**src/rtl/pipe_pkg.sv**
```systemverilog
// Shared pipeline definitions: default register-address width and operand-mux select encodings.
package pipe_pkg;

  localparam int REG_ADDR_W_DFLT = 2;

  localparam logic [1:0] SEL_RF    = 2'b00;
  localparam logic [1:0] SEL_EXMEM = 2'b01;
  localparam logic [1:0] SEL_MEMWB = 2'b10;

endpackage

```
**src/rtl/fwd_sel_calc.sv**
```systemverilog
// Per-operand comparator: derives the forwarding select and the hazard flag for one ID source register.
// FWD_HAZARD_FORWARD_EN selects forwarding; without it every in-flight producer becomes a stall.
module fwd_sel_calc
  import pipe_pkg::*;
#(
  parameter int REG_ADDR_W = REG_ADDR_W_DFLT
) (
  input  logic [REG_ADDR_W-1:0] rs,
  input  logic                  vld_p1,
  input  logic [REG_ADDR_W-1:0] rd_p1,
  input  logic                  we_p1,
  input  logic                  ld_p1,
  input  logic                  vld_p2,
  input  logic [REG_ADDR_W-1:0] rd_p2,
  input  logic                  we_p2,
  output logic [1:0]            sel,
  output logic                  hazard
);

  logic ex_hit;
  logic mem_hit;

  assign ex_hit  = vld_p1 & we_p1 & (rd_p1 == rs);
  assign mem_hit = vld_p2 & we_p2 & (rd_p2 == rs);

`ifdef FWD_HAZARD_FORWARD_EN
  // EX is checked first so the youngest producer wins; a load in EX has no data yet.
  always_comb begin
    sel = SEL_RF;
    if (ex_hit && !ld_p1) begin
      sel = SEL_EXMEM;
    end else if (mem_hit) begin
      sel = SEL_MEMWB;
    end
  end

  assign hazard = ex_hit & ld_p1;
`else
  logic unused_ld;

  assign unused_ld = ld_p1;
  assign sel       = SEL_RF;
  assign hazard    = ex_hit | mem_hit;
`endif

endmodule

```
**src/rtl/fwd_hazard_unit.sv**
```systemverilog
// Forwarding / load-use hazard unit tracking the EX and MEM stage records of a 5-stage pipeline.
// Build macro FWD_HAZARD_FORWARD_EN enables operand forwarding; otherwise hazards are resolved by stalling.
module fwd_hazard_unit
  import pipe_pkg::*;
#(
  parameter int REG_ADDR_W = REG_ADDR_W_DFLT
) (
  input  logic                  clock,
  input  logic                  resetn,
  input  logic                  id_valid,
  input  logic [REG_ADDR_W-1:0] id_rs_a,
  input  logic [REG_ADDR_W-1:0] id_rs_b,
  input  logic [REG_ADDR_W-1:0] id_rd,
  input  logic                  id_wr_en,
  input  logic                  id_is_load,
  input  logic                  flush,
  output logic [1:0]            sel_a,
  output logic [1:0]            sel_b,
  output logic                  stall
);

  logic                  vld_p1;
  logic [REG_ADDR_W-1:0] rd_p1;
  logic                  we_p1;
  logic                  ld_p1;
  logic                  vld_p2;
  logic [REG_ADDR_W-1:0] rd_p2;
  logic                  we_p2;

  logic [1:0] sel_a_p0;
  logic [1:0] sel_b_p0;
  logic       hazard_a;
  logic       hazard_b;
  logic       advance;

  fwd_sel_calc #(.REG_ADDR_W(REG_ADDR_W)) u_calc_a (
    .rs     (id_rs_a),
    .vld_p1 (vld_p1),
    .rd_p1  (rd_p1),
    .we_p1  (we_p1),
    .ld_p1  (ld_p1),
    .vld_p2 (vld_p2),
    .rd_p2  (rd_p2),
    .we_p2  (we_p2),
    .sel    (sel_a_p0),
    .hazard (hazard_a)
  );

  fwd_sel_calc #(.REG_ADDR_W(REG_ADDR_W)) u_calc_b (
    .rs     (id_rs_b),
    .vld_p1 (vld_p1),
    .rd_p1  (rd_p1),
    .we_p1  (we_p1),
    .ld_p1  (ld_p1),
    .vld_p2 (vld_p2),
    .rd_p2  (rd_p2),
    .we_p2  (we_p2),
    .sel    (sel_b_p0),
    .hazard (hazard_b)
  );

  // A flush squashes the ID instruction, so it can neither stall nor enter EX.
  assign stall   = id_valid & ~flush & (hazard_a | hazard_b);
  assign advance = id_valid & ~flush & ~stall;

  // ID -> EX (p1) -> MEM (p2): valid bits and selects are reset, stage payload is not.
  always_ff @(posedge clock or negedge resetn) begin
    if (!resetn) begin
      vld_p1 <= 1'b0;
      vld_p2 <= 1'b0;
      sel_a  <= SEL_RF;
      sel_b  <= SEL_RF;
    end else begin
      vld_p2 <= vld_p1;
      vld_p1 <= advance;
      sel_a  <= advance ? sel_a_p0 : SEL_RF;
      sel_b  <= advance ? sel_b_p0 : SEL_RF;
    end
  end

  always_ff @(posedge clock) begin
    rd_p2 <= rd_p1;
    we_p2 <= we_p1;
    rd_p1 <= id_rd;
    we_p1 <= id_wr_en;
    ld_p1 <= id_is_load;
  end

endmodule

```
**config.mk**
```make
export PLATFORM = sky130hd
export DESIGN_NAME = fwd_hazard_unit
export DESIGN_NICKNAME = d
export VERILOG_FILES = /design/src/rtl/pipe_pkg.sv /design/src/rtl/fwd_sel_calc.sv /design/src/rtl/fwd_hazard_unit.sv
export SDC_FILE = /design/constraint.sdc
export NUM_CORES = 1
export LEC_CHECK = 0
export CORE_AREA = 5 5 42 44
export DETAILED_ROUTE_END_ITERATION = 8
export DIE_AREA = 0 0 47 49
export PLACE_DENSITY = 0.53
export SKIP_CTS_REPAIR_TIMING = 1
export SYNTH_ARGS = -nofsm -noshare
export SYNTH_HDL_FRONTEND = slang
export SYNTH_SLANG_ARGS = --single-unit
```
**constraint.sdc**
```tcl
create_clock -name clock -period 1.5 [get_ports clock]
set_input_delay 0.15 -clock clock [delete_from_list [all_inputs] [get_ports clock]]
set_output_delay 0.15 -clock clock [all_outputs]
set_load 0.05 [all_outputs]
```
==> metrics <==
status complete, but fails checks; failing checks negative setup slack; routability cong. 0.635; grt total ovfl 0; WS Path Type input pin to output port; Port Buffers 11; Max IR drop VDD 0.523 mV; f_max roughly 650 MHz; Initial Util 23.9%; critical path depth 6; busiest layer in global routing met2; total core area ~0.0014 mm^2; final worst setup slack -0.0461 ns; clk sinks 8; commonest cells in the netlist dfxtp_1, buf_4, xnor2_1, xor2_1; Layout Cells excl Fill 63; synthesized area 335 um^2; CTS clk-pin slew, worst paths 0.06 ns; Syn Inst Count 31; worst r2r path cells 4; Die Width between 40 and 50 um; Seq/Total Area, Yosys approximately 51%; cell taking the most area after synthesis dfxtp_1; Bufs and invs on worst path 3; final hold vios 0; Static Leak roughly 0.00023 uW; slowest CP cell clkdlybuf4s50_1; DRT Pass-1 Iters 2; critical path endpoint category output port; die height 49 um; first-pass GRT wire length slightly above 1000 um; Power Dens Cells 949 mW/mm^2; RSZ-0062 raised after global routing yes; WL per Instance approximately 10 um; number of global-route vias before repair between 200 and 250; Final Cycle Share 103%; maximum fanout along the worst path 2; CP required between 1 and 1.5 ns; largest net degree at the start of global routing 6; I/O pin cnt 17; vias roughly 250; Ys Warns 0; clock period minus worst slack between 1.5 and 2 ns; CP arrival ~1.4 ns; end-of-flow core utilization 37.9%; critical path's top delay family buffers and inverters; met1 global-route usage around 6.5%; main flop type after synthesis dfxtp_1; Async SR Flop Fraction roughly a quarter; Hold/Removal Path Class input pin to async pin; Slowest Stage Delay on Critical Path around 0.43 ns; die area between 0.002 and 0.0025 mm^2; flops & latches, synth 8; Synth area leaders dfxtp_1, dfrtp_1, xnor2_1, xor2_1, buf_4; crit-path cells clkdlybuf4s50_1, buf_4, xnor2_2, a31oi_1, a21oi_2, buf_12; area growth from synthesis to layout 58.2%; Placed Instances 58; met2 GRT Util 8.82%; gr usage total 6.73%; most frequent cell after synthesis dfxtp_1; GR Util met3 6.64%; final wirelength 612 um; DRC violations left 0; Final Skew between 0.01 and 0.015 ns; Mean Syn Cell Area 10.8 um^2; remaining antenna violation count 0; Worst setup SP type input pin; cts bufs inserted 3; Initial DRC Count 1; Final Max Slew Viols 0; H-tree depth 1; # diodes 0; vias per cell between 4 and 5; TritonCTS clock tree built; Core Rows 14; initial antenna violation count 0; Skew-Pair Late Insertion Delay ~0.26 ns; final-report setup violation count 1; EDFF count, synth 0; clock root buffer master clkbuf_4; share of the synthesized area in the top cell type 35.8%; Nets 60; share of post-route cells with drive strength above 1 roughly 28%; post-synth cell types 15; Max clock buf depth 2; total of max-cap violations 0
-- sequential cells by signal, indices dropped and copies added (netlist names) --
name / cells
we_p1: 1
we_p2: 1
rd_p1: 2
rd_p2: 2
vld_p1: 1
vld_p2: 1
-- worst register-to-register path, cell delays in order (launching register included) --
cell,delay [ns]
dfxtp_2,0.32
xor2_1,0.16
nor3_2,0.21
buf_4,0.13
and4bb_1,0.16
-- path summary, 6_finish.rpt --
kind	startpoint	end	slack (ns)
worst max-delay path	id_rs_b[0]	stall	-0.05
worst min-delay path	resetn	vld_p1	0.04
worst max register to register	rd_p2[0]	vld_p1	0.42
worst min register to register	we_p1	we_p2	0.35
max in group asynchronous	resetn	vld_p2	1.34
min in group clock	id_rd[1]	rd_p1[1]	0.33
-- through the flow --
stage	setup WS [ns]	instance area (um^2)	power, uW	setup TNS, ns	hold WS [ns]
floorplan	0.145	350	293	0	-0.146
global placement	-0.0425	468	324	-0.0425	0.324
detailed placement	-0.0497	468	325	-0.0497	0.324
CTS	-0.0511	494	511	-0.0511	0.0353
global route	-0.0915	531	542	-0.0915	0.0390
finish	-0.0461	531	503	-0.0461	0.0450
-- metal layers --
layer	vias up	routed length (um)	share of wire, %
li1	127	-	-
met2	13	313	51
met5	-	0	0
met3	2	84	14
met1	112	203	33
met4	0	10	1.6
-- logic make-up (layout without fill, tap and decap cells) --
logic type | count (synthesis) | in the layout | share of synthesized area, %
other | 1 | 4 | 1.12
AO/OA/AOI/OAI | 2 | 2 | 3.36
XOR/XNOR | 8 | 8 | 20.9
AND/OR/NAND/NOR | 8 | 8 | 14.9
buffers and inverters | 4 | 17 | 8.96
flip-flops | 8 | 8 | 50.7
-- layout by cell type (no fill, tap or decap), drive strengths merged --
master,instances
nor2b,1
and2,1
a21oi,1
dfxtp,6
nand2b,1
buf,3
conb,4
dfrtp,2
clkbuf,4
nand2,1
nand3,1
a31oi,1
xnor2,4
xor2,4
dlymetal6s2s,2
and4bb,1
nor3,2
clkdlybuf4s50,8
-- power by group --
group	switching (uW)	internal [uW]	total (uW)
clock	74.2	102	176
combinational	45.9	46.4	92.3
sequential	8.19	227	235
total	128	375	503
-- cell type report --
type | instances | area (um^2)
fill | 154 | 871
sequential | 8 | 174
multi-input combinational | 22 | 170
timing repair buffer | 13 | 140
clock buffer | 4 | 26.3
tap | 16 | 20.0
(Power assumes the default switching activity.)
